[config.mk]
export PLATFORM = sky130hd
export DESIGN_NAME = elastic_fifo
export DESIGN_NICKNAME = d
export VERILOG_FILES = /design/src/rtl/elastic_fifo_pkg.sv /design/src/rtl/elastic_fifo_mem.sv /design/src/rtl/elastic_fifo.sv
export SDC_FILE = /design/constraint.sdc
export NUM_CORES = 1
export LEC_CHECK = 0
export CAP_MARGIN = 10
export CORE_ASPECT_RATIO = 0.5
export CORE_MARGIN = 10
export CORE_UTILIZATION = 32
export CTS_CLUSTER_DIAMETER = 40
export DETAILED_ROUTE_END_ITERATION = 10
export GPL_ROUTABILITY_DRIVEN = 0
export PLACE_DENSITY = 0.65
export SETUP_SLACK_MARGIN = 0.3
export SLEW_MARGIN = 20
export SYNTH_ARGS = -nofsm -noshare
export SYNTH_HDL_FRONTEND = slang
export SYNTH_HIERARCHICAL = 1
export SYNTH_SLANG_ARGS = --single-unit
export TNS_END_PERCENT = 20
[constraint.sdc]
create_clock -name clk -period 2.3 [get_ports clk]
set_input_delay 0.23 -clock clk [delete_from_list [all_inputs] [get_ports clk]]
set_output_delay 0.23 -clock clk [all_outputs]
set_load 0.005 [all_outputs]
[src/rtl/elastic_fifo_pkg.sv]
// Package for the elastic_fifo block: width helpers and wrap-around index math.
// Used by elastic_fifo and elastic_fifo_mem via import elastic_fifo_pkg::*.
package elastic_fifo_pkg;

  // Index width: one bit minimum, so a single-entry buffer still has a legal index.
  function automatic int idx_w(input int depth);
    int w;
    w = $clog2(depth);
    return (w < 1) ? 1 : w;
  endfunction

  // Count width: wide enough to hold 0..depth inclusive.
  function automatic int cnt_w(input int depth);
    return $clog2(depth + 1);
  endfunction

  // Advance an index, wrapping from depth-1 back to 0. This is an explicit
  // compare rather than a modulo on a power-of-two pointer, so any depth works.
  function automatic int unsigned idx_inc(input int unsigned idx, input int unsigned depth);
    return (idx == depth - 32'd1) ? 32'd0 : idx + 32'd1;
  endfunction

endpackage

[src/rtl/elastic_fifo_mem.sv]
// Storage for elastic_fifo: DEPTH x DIN register array.
// Ports:
//   clk            rising-edge clock
//   we/waddr/wdata synchronous write port
//   raddr/rdata    asynchronous (combinational) read port
module elastic_fifo_mem
  import elastic_fifo_pkg::*;
#(
  parameter  int DIN   = 16,
  parameter  int DEPTH = 2,
  localparam int IW    = idx_w(DEPTH)
) (
  input  logic           clk,
  input  logic           we,
  input  logic [IW-1:0]  waddr,
  input  logic [DIN-1:0] wdata,
  input  logic [IW-1:0]  raddr,
  output logic [DIN-1:0] rdata
);

  logic [DIN-1:0] mem [DEPTH];

  // NOTE: storage has no reset; validity is tracked by the count in the parent,
  // so clearing the array would only add reset fan-out without changing behaviour.
  always_ff @(posedge clk) begin
    if (we) mem[waddr] <= wdata;
  end

  assign rdata = mem[raddr];

endmodule

[src/rtl/elastic_fifo.sv]
// elastic_fifo: valid/ready elastic buffer of arbitrary DEPTH with occupancy
// count and programmable almost-full / almost-empty flags. The head entry is
// presented combinationally from storage (first-word-fall-through), and both
// ready/valid outputs depend only on the registered count.
// Ports:
//   clk, rst                  clock, synchronous active-high reset
//   din_valid/din_ready/din_data     producer side
//   dout_valid/dout_ready/dout_data  consumer side
//   occupancy                 entries held
//   almost_full/almost_empty  occupancy >= AFULL_THR / <= AEMPTY_THR
// Optional (macro ELASTIC_FIFO_WATERMARK_EN):
//   occ_max_clr               loads the current count into occ_max
//   occ_max                   registered high-water mark of occupancy
module elastic_fifo
  import elastic_fifo_pkg::*;
#(
  parameter  int DIN        = 16,
  parameter  int DEPTH      = 2,
  parameter  int AFULL_THR  = DEPTH - 1,
  parameter  int AEMPTY_THR = 1,
  localparam int CW         = cnt_w(DEPTH)
) (
  input  logic           clk,
  input  logic           rst,
  input  logic           din_valid,
  output logic           din_ready,
  input  logic [DIN-1:0] din_data,
  output logic           dout_valid,
  input  logic           dout_ready,
  output logic [DIN-1:0] dout_data,
  output logic [CW-1:0]  occupancy,
  output logic           almost_full,
  output logic           almost_empty
`ifdef ELASTIC_FIFO_WATERMARK_EN
  ,
  input  logic           occ_max_clr,
  output logic [CW-1:0]  occ_max
`endif
);

  localparam int            IW     = idx_w(DEPTH);
  localparam logic [CW-1:0] FULL_C = CW'(DEPTH);
  localparam logic [CW-1:0] AF_C   = CW'(AFULL_THR);
  localparam logic [CW-1:0] AE_C   = CW'(AEMPTY_THR);

  logic [IW-1:0] w_idx, r_idx;
  logic [CW-1:0] count, count_nxt;
  logic          push, pop;

  assign din_ready  = (count != FULL_C);
  assign dout_valid = (count != '0);
  assign push       = din_valid & din_ready;
  assign pop        = dout_valid & dout_ready;

  // NOTE: every output of this block gets a value on every path (default
  // first), so no latch is inferred.
  always_comb begin
    count_nxt = count;
    case ({push, pop})
      2'b10:   count_nxt = count + 1'b1;
      2'b01:   count_nxt = count - 1'b1;
      default: count_nxt = count;
    endcase
  end

  // NOTE: state uses non-blocking assignments so every register samples the
  // pre-edge values, independent of statement order.
  always_ff @(posedge clk) begin
    if (rst) begin
      w_idx <= '0;
      r_idx <= '0;
      count <= '0;
    end else begin
      if (push) w_idx <= IW'(idx_inc(32'(w_idx), 32'(DEPTH)));
      if (pop)  r_idx <= IW'(idx_inc(32'(r_idx), 32'(DEPTH)));
      count <= count_nxt;
    end
  end

  // A push sampled during reset is discarded, so the write is gated too.
  elastic_fifo_mem #(
    .DIN   (DIN),
    .DEPTH (DEPTH)
  ) u_mem (
    .clk   (clk),
    .we    (push & ~rst),
    .waddr (w_idx),
    .wdata (din_data),
    .raddr (r_idx),
    .rdata (dout_data)
  );

  assign occupancy    = count;
  assign almost_full  = (count >= AF_C);
  assign almost_empty = (count <= AE_C);

`ifdef ELASTIC_FIFO_WATERMARK_EN
  // High-water mark tracks the post-update count; a clear reloads it with the
  // count currently held, and takes priority over the max update.
  always_ff @(posedge clk) begin
    if (rst)                    occ_max <= '0;
    else if (occ_max_clr)       occ_max <= count;
    else if (count_nxt > occ_max) occ_max <= count_nxt;
  end
`endif

endmodule

==> results of run 1 <==
-- flip-flops by register name, indices dropped and copies added (netlist names) --
| name | flops |
|---|---|
| occupancy | 2 |
| r_idx | 1 |
| u_mem/mem | 32 |
| w_idx | 1 |
-- kinds of logic (layout without fill, tap and decap cells) --
family / Yosys count / after routing / synth area share (%)
buf+inv: 7 / 57 / 3.647
flops: 36 / 36 / 70.57
mux: 16 / 16 / 14.76
xor+xnor: 4 / 4 / 2.375
simple gates: 10 / 10 / 4.411
compound gates: 1 / 1 / 0.8480
fa+ha+maj: 4 / 4 / 3.393
-- critical path, delay by kind of cell, from the launching register on --
kind | cells | cell delay (ps)
buffers and inverters | 2 | 650
flip-flops | 1 | 330
multiplexers | 1 | 360
-- how the worst max path moves through the flow --
stage,startpoint,endpoint,slack (ps),depth (start not counted)
floorplan,occupancy[0],u_mem/mem[0][0],540,5
global placement,din_valid,u_mem/mem[1][8],500,5
detailed placement,din_valid,u_mem/mem[1][11],460,5
CTS,r_idx,dout_data[2],420,3
global route,occupancy[0],u_mem/mem[1][6],330,6
finish,r_idx,dout_data[14],450,3
-- placed cells by master, fill, tap and decap left out --
cell / count
mux2_2: 6
nand2b_1: 1
nand2b_4: 1
buf_4: 4
inv_1: 4
clkinvlp_4: 1
a211oi_2: 1
xnor2_1: 1
edfxtp_1: 32
xor2_1: 3
mux2_4: 10
nor2_1: 5
ha_1: 4
and2_1: 1
clkinv_2: 1
clkdlybuf4s50_1: 41
bufinv_16: 1
nor2b_2: 1
nor2b_4: 1
clkbuf_8: 5
dfxtp_1: 4
-- through the flow --
| stage | setup WS, ps | cells | utilization, % |
|---|---|---|---|
| detailed placement | 463.6 | 177 | 44.09 |
| global placement | 499.6 | 177 | 44.09 |
| CTS | 423.0 | 185 | 46.61 |
| finish | 453.8 | 185 | 46.61 |
| floorplan | 537.1 | 78 | - |
| global route | 329.5 | 185 | 46.61 |
-- routing by layer --
metal	wire length, um	GRT usage (%)	vias to the layer above
li1	-	-	378
met1	1002	6.718	371
met2	1394	13.25	16
met3	164	2.792	4
met4	54	4.180	0
met5	0	0	-
-- final cells by class --
class	instances	area [um^2]	share of cell area, %
Sequential cell	36	1041	50.49
Timing Repair Buffer	45	440.4	21.36
Multi-Input combinational cell	35	382.9	18.57
Tap cell	57	71.32	3.459
Clock buffer	5	68.82	3.337
Clock inverter	3	42.54	2.063
Inverter	4	15.01	0.7282
-- power breakdown --
group | switching [uW] | internal (uW)
logic | 279 | 462
registers | 33.6 | 796
clock network | 221 | 320
==> flow_metrics.env, run 1 <==
export IMPL_required_ps=2070
export IMPL_power_leakage_uw=0.0007484
export IMPL_ys_seq_area_share_pct=70.57
export IMPL_slowest_stage="clkdlybuf4s50_1"
export IMPL_finalSetupViolations=0
export IMPL_syn_nets=102
export IMPL_drtPass1Iterations=4
export IMPL_yosys_area_top_type="edfxtp_1"
export IMPL_postCtsHoldBufs=0
export IMPL_slew_viol_final=0
export IMPL_cts_max_level=2
export IMPL_rrSetupSlack_ps=500
export IMPL_rr_worst_depth=6
export IMPL_syn_to_final_growth_pct=39.78
export IMPL_fp_coreArea_um2=4424
export IMPL_wirelength_um=2616
export IMPL_yosysWarnings=6
export IMPL_cts_setup_buffers=0
export IMPL_io_pins=42
export IMPL_worstMarginPinSlew_ps=322.0
export IMPL_grt_setup_unrepaired="false"
export IMPL_netlist_area_leader_share_pct=65.14
export IMPL_synth_ff_type="edfxtp_1"
export IMPL_grt_usage_pct=7.098
export IMPL_grt_pass1_vias=906
export IMPL_dp_hpwl_um=1971
export IMPL_finClkSkew_ps=2.756
export IMPL_period_minus_slack_ps=1846
export IMPL_overflow=0
export IMPL_synth_edf_count=32
export IMPL_fin_setup_tns_ps=0
export IMPL_min_period_over_period_pct=80.27
export IMPL_synth_cell_area_um2=1475
export IMPL_crit_chain="buf_4, mux2_2, clkdlybuf4s50_1"
export IMPL_cp_max_fo=8
export IMPL_synth_seq_cells=36
export IMPL_clk_pin_slew_ps=70
export IMPL_powerDensity_nw_per_um2=1025
export IMPL_drive_gt1_share_pct=25.00
export IMPL_critPathLaunchType="flip-flop"
export IMPL_max_freq_mhz=541.7
export IMPL_finish_instance_area_um2=2062
export IMPL_ys_types=18
export IMPL_drt_iter0_drc=29
export IMPL_clockRootBuffer="clkbuf_8"
export IMPL_floorplan_initialDensity_pct=33.34
export IMPL_cts_tree="built"
export IMPL_maxCapViolCount=0
export IMPL_viasPerCell=4.157
export IMPL_num_fill_cells=398
export IMPL_dr_total_vias=769
export IMPL_hp_start="din_data[7]"
export IMPL_synth_async_reset_ratio_pct=0
export IMPL_p_total_uw=2113
export IMPL_synthCells=78
export IMPL_nets=151
export IMPL_cts_buffer_depth=2
export IMPL_synth_common_cells="edfxtp_1, mux2_4, mux2_2"
export IMPL_rows=17
export IMPL_hold_viol=0
export IMPL_clock_sinks=36
export IMPL_synth_most_common_cell="edfxtp_1"
export IMPL_postPlaceCellArea_um2=1951
export IMPL_clk_latency_ps=280
export IMPL_grt_max_degree=17
export IMPL_antenna_found_initial=0
export IMPL_numCtsBuffers=5
export IMPL_synth_area_leaders="edfxtp_1, mux2_4, dfxtp_1"
export IMPL_hold_class="in -> reg"
export IMPL_slew_headroom_pct=78.53
export IMPL_die_area_um2=7891
export IMPL_die_y_um=68.01
export IMPL_end_kind="output port"
export IMPL_routedWlPerCell_um=14.14
export IMPL_hold_depth=1
export IMPL_r2r_start="occupancy[0]"
export IMPL_r2r_end="u_mem/mem[1][4]"
export IMPL_slowest_delay_ps=450
export IMPL_ctsResizeCount=0
export IMPL_crit_type="reg -> out"
export IMPL_fp_dieW_um=116.0
export IMPL_min_to="u_mem/mem[0][7]"
export IMPL_port_buffers=41
export IMPL_grt_pass1_wl_um=4243
export IMPL_drc=0
export IMPL_syn_avg_cell_area_um2=18.91
export IMPL_crit_arrival_ps=1620
export IMPL_ir_worst_vdd_uv=436.6
export IMPL_whs_ps=525.4
export IMPL_insertedDiodeCount=0
export IMPL_ant_nets=0
export IMPL_status="complete, no violations"
No activity file was read; power rests on OpenSTA's default activity.
==> run 2: changes to the inputs <==
==> constraint.sdc (replaced) <==
create_clock -name clk -period 1.8 [get_ports clk]
set_input_delay 0.18 -clock clk [delete_from_list [all_inputs] [get_ports clk]]
set_output_delay 0.18 -clock clk [all_outputs]
set_load 0.005 [all_outputs]
==> flow_metrics.env, run 2 (same netlist as run 1, synthesis figures left out) <==
export IMPL_status="complete, no violations"
export IMPL_fp_coreArea_um2=4424
export IMPL_insertedDiodeCount=0
export IMPL_drive_gt1_share_pct=38.41
export IMPL_routedWlPerCell_um=14.17
export IMPL_die_area_um2=7891
export IMPL_io_pins=42
export IMPL_clock_sinks=36
export IMPL_cp_startpoint="occupancy[1]"
export IMPL_min_to="u_mem/mem[0][12]"
export IMPL_crit_arrival_ps=1450
export IMPL_dp_hpwl_um=1958
export IMPL_clk_pin_slew_ps=70
export IMPL_grt_pass1_vias=896
export IMPL_finalSetupViolations=0
export IMPL_powerDensity_nw_per_um2=1303
export IMPL_drtPass1Iterations=2
export IMPL_grt_setup_unrepaired="true"
export IMPL_r2r_start="occupancy[0]"
export IMPL_die_y_um=68.01
export IMPL_num_fill_cells=403
export IMPL_antenna_found_initial=0
export IMPL_drc=0
export IMPL_worstMarginPinSlew_ps=250.3
export IMPL_hold_depth=1
export IMPL_ant_nets=0
export IMPL_postCtsHoldBufs=0
export IMPL_period_minus_slack_ps=1628
export IMPL_overflow=0
export IMPL_rows=17
export IMPL_clockRootBuffer="clkbuf_8"
export IMPL_viasPerCell=4.169
export IMPL_hold_viol=0
export IMPL_final_common_cell="edfxtp_1"
export IMPL_dr_total_vias=813
export IMPL_syn_to_final_growth_pct=46.82
export IMPL_fp_dieW_um=116.0
export IMPL_cts_max_level=2
export IMPL_largest_register_ffs=32
export IMPL_slew_viol_final=0
export IMPL_finClkSkew_ps=4.234
export IMPL_floorplan_initialDensity_pct=33.34
export IMPL_nets=161
export IMPL_slew_headroom_pct=83.29
export IMPL_wirelength_um=2764
export IMPL_crit_type="reg -> out"
export IMPL_power_leakage_uw=0.0008365
export IMPL_postLayoutCoreUtil_pct=48.95
export IMPL_min_period_over_period_pct=90.44
export IMPL_drt_iter0_drc=11
export IMPL_cts_tree="built"
export IMPL_grt_max_degree=17
export IMPL_grt_pass1_wl_um=4471
export IMPL_top_register="u_mem/mem"
export IMPL_fin_setup_tns_ps=0
export IMPL_hp_start="din_data[12]"
export IMPL_ir_worst_vdd_uv=622.0
export IMPL_rr_worst_depth=6
export IMPL_layout_common_cells="edfxtp_1, clkdlybuf4s50_1, dlygate4sd2_1"
export IMPL_numCtsBuffers=5
export IMPL_end_kind="output port"
export IMPL_rrSetupSlack_ps=260
export IMPL_maxCapViolCount=0
export IMPL_hold_class="in -> reg"
export IMPL_cts_buffer_depth=2
export IMPL_port_buffers=41
export IMPL_r2r_end="u_mem/mem[0][15]"
export IMPL_cp_max_fo=4
export IMPL_required_ps=1620
export IMPL_max_freq_mhz=614.3
export IMPL_grt_usage_pct=7.462
export IMPL_clk_latency_ps=280
export IMPL_critPathLaunchType="flip-flop"
-- run 2: what timing repair did --
action / in CTS / in global routing
cloned: 1 / 1
buffers inserted: 7 / 0
endpoints found under the setup margin: 36 / 53
resized for setup: 40 / 5
-- run 2: worst max-delay path, stage by stage (launching register included) --
cell	delay, ps
dfxtp_2	360
inv_2	70
ha_1	180
nand2b_1	130
clkdlybuf4s50_1	440
-- run 2: how the worst max path moves through the flow --
stage	to	slack (ps)	cells after the start
detailed placement	u_mem/mem[1][8]	170	4
global placement	u_mem/mem[1][4]	200	4
global route	almost_empty	100	4
CTS	almost_full	140	4
finish	almost_empty	170	4
floorplan	u_mem/mem[0][0]	310	5
-- run 2: layout make-up --
type	count	area (um^2)	area share, %
Tap cell	57	71.32	3.293
Clock buffer	5	68.82	3.177
Inverter	4	15.01	0.6932
Sequential cell	36	1050	48.47
Timing Repair Buffer	54	496.7	22.93
Multi-Input combinational cell	36	421.7	19.47
Clock inverter	3	42.54	1.964
-- run 2: power breakdown --
group / internal, uW / switching (uW) / total, uW
Combinational: 647 / 394 / 1040
Sequential: 1030 / 54.7 / 1090
Clock: 410 / 285 / 694
-- run 2: layer usage --
metal / vias to the layer above / global-route usage (%) / part of all wire, %
met5: - / 0 / 0
met4: 0 / 4.644 / 1.4
met3: 4 / 2.880 / 6.3
met2: 14 / 13.18 / 51
met1: 390 / 7.561 / 41
li1: 405 / - / -
-- run 2: stage by stage --
stage	cell area (um^2)	setup slack (ps)	power [uW]	hold WS [ps]	std cells
final	2166	172.0	2821	474.6	195
after global routing	2166	97.52	3000	466.8	195
after CTS	2146	140.7	2842	469.1	194
after detailed placement	1971	169.2	2059	521.6	178
after global placement	1971	198.0	2059	506.7	178
after floorplan	1490	312.4	1636	245.0	78
==> run 3: changes to the inputs <==
--- a/config.mk
+++ b/config.mk
@@ -12,7 +12,6 @@
 export CTS_CLUSTER_DIAMETER = 40
 export DETAILED_ROUTE_END_ITERATION = 10
 export GPL_ROUTABILITY_DRIVEN = 0
-export PLACE_DENSITY = 0.65
 export SETUP_SLACK_MARGIN = 0.3
 export SLEW_MARGIN = 20
 export SYNTH_ARGS = -nofsm -noshare
==> flow_metrics.env, run 3 (same netlist as run 1, synthesis figures left out) <==
export IMPL_port_buffers=41
export IMPL_cp_max_fo=3
export IMPL_insertedDiodeCount=0
export IMPL_dr_total_vias=809
export IMPL_numCtsBuffers=5
export IMPL_nets=159
export IMPL_cts_tree="built"
export IMPL_cts_buffer_depth=2
export IMPL_drive_gt1_share_pct=38.24
export IMPL_fin_setup_tns_ps=0
export IMPL_fp_coreArea_um2=4424
export IMPL_die_area_um2=7891
export IMPL_syn_to_final_growth_pct=44.87
export IMPL_worstMarginPinSlew_ps=238.2
export IMPL_power_leakage_uw=0.0008292
export IMPL_status="complete, no violations"
export IMPL_end_kind="output port"
export IMPL_drt_iter0_drc=17
export IMPL_min_to="u_mem/mem[0][11]"
export IMPL_layout_common_cells="edfxtp_1, clkdlybuf4s50_1, dlygate4sd2_1"
export IMPL_postCtsHoldBufs=0
export IMPL_powerDensity_nw_per_um2=1294
export IMPL_largest_register_ffs=32
export IMPL_grt_pass1_vias=902
export IMPL_clock_sinks=36
export IMPL_multi_input_area_um2=411.6
export IMPL_ant_nets=0
export IMPL_max_freq_mhz=618.9
export IMPL_grt_usage_pct=7.465
export IMPL_io_pins=42
export IMPL_r2r_end="u_mem/mem[0][8]"
export IMPL_min_period_over_period_pct=89.77
export IMPL_viasPerCell=4.192
export IMPL_finClkSkew_ps=1.428
export IMPL_drtPass1Iterations=3
export IMPL_dp_hpwl_um=1886
export IMPL_clockRootBuffer="clkbuf_8"
export IMPL_grt_pass1_wl_um=4471
export IMPL_grt_max_degree=17
export IMPL_rows=17
export IMPL_required_ps=1620
export IMPL_rrSetupSlack_ps=300
export IMPL_clk_latency_ps=280
export IMPL_clk_pin_slew_ps=70
export IMPL_finish_instance_area_um2=2137
export IMPL_ir_worst_vdd_uv=823.2
export IMPL_postPlaceCellArea_um2=1976
export IMPL_top_register="u_mem/mem"
export IMPL_r2r_start="occupancy[1]"
export IMPL_maxCapViolCount=0
export IMPL_regArea_um2=1047
export IMPL_final_common_cell="edfxtp_1"
export IMPL_fp_dieW_um=116.0
export IMPL_slew_headroom_pct=84.10
export IMPL_critPathLaunchType="flip-flop"
export IMPL_drc=0
export IMPL_finalSetupViolations=0
export IMPL_overflow=0
export IMPL_routedWlPerCell_um=14.12
export IMPL_rr_worst_depth=6
export IMPL_floorplan_initialDensity_pct=33.34
export IMPL_die_y_um=68.01
export IMPL_crit_type="reg -> out"
export IMPL_hold_class="in -> reg"
export IMPL_crit_arrival_ps=1440
export IMPL_antenna_found_initial=0
export IMPL_hold_viol=0
export IMPL_wirelength_um=2725
export IMPL_num_fill_cells=394
export IMPL_grt_setup_unrepaired="true"
export IMPL_hold_depth=1
export IMPL_period_minus_slack_ps=1616
export IMPL_slew_viol_final=0
export IMPL_hp_start="din_data[11]"
export IMPL_cts_max_level=2
## run 3: final cells by class
type | count | share of cell area (%)
Sequential cell | 36 | 49.00
Timing Repair Buffer | 52 | 22.66
Multi-Input combinational cell | 36 | 19.26
Clock buffer | 6 | 3.396
Tap cell | 57 | 3.337
Clock inverter | 2 | 1.639
Inverter | 4 | 0.7026
## run 3: where the power goes
part / internal, uW / switching, uW / total, uW
combinational: 629 / 380 / 1010
sequential: 1030 / 57.3 / 1080
clock: 410 / 261 / 671
## run 3: timing repair
item,4_1_cts,5_1_grt
endpoints found under the setup margin,36,53
gates resized for setup,40,4
gates cloned,1,1
buffers inserted,6,0
pin swaps,0,0
## run 3: per-layer routing
metal  wire length [um]  share of wire, %  vias up  track usage (%)
li1                   -                 -      398                -
met1               1108                41      393            7.932
met2               1423                52       16            12.90
met3                168               6.2        2            3.927
met4                 25              0.92        0            2.322
met5                  0                 0        -                0
## run 3: per-stage QoR
| step | util, % | hold WS (ps) | cells | setup WS (ps) | total power [uW] |
|---|---|---|---|---|---|
| floorplan | - | 245.0 | 78 | 312.4 | 1636 |
| global placement | 44.66 | 508.7 | 177 | 187.4 | 2072 |
| detailed placement | 44.66 | 515.2 | 177 | 167.2 | 2072 |
| CTS | 47.91 | 470.9 | 192 | 153.7 | 2808 |
| global route | 48.30 | 462.6 | 193 | 119.6 | 2948 |
| finish | 48.30 | 480.5 | 193 | 184.2 | 2764 |
## run 3: worst max-delay path by stage
stage,from,endpoint
finish,occupancy[1],almost_empty
global route,occupancy[1],almost_empty
CTS,occupancy[1],almost_full
detailed placement,din_valid,u_mem/mem[1][9]
global placement,din_valid,u_mem/mem[1][3]
floorplan,occupancy[0],u_mem/mem[0][0]
## run 3: worst max-delay path, stage by stage (launching register included)
cell             delay [ps]
dfxtp_2                 320
inv_1                   110
ha_1                    150
nand2b_1                 90
clkdlybuf4s50_1         500
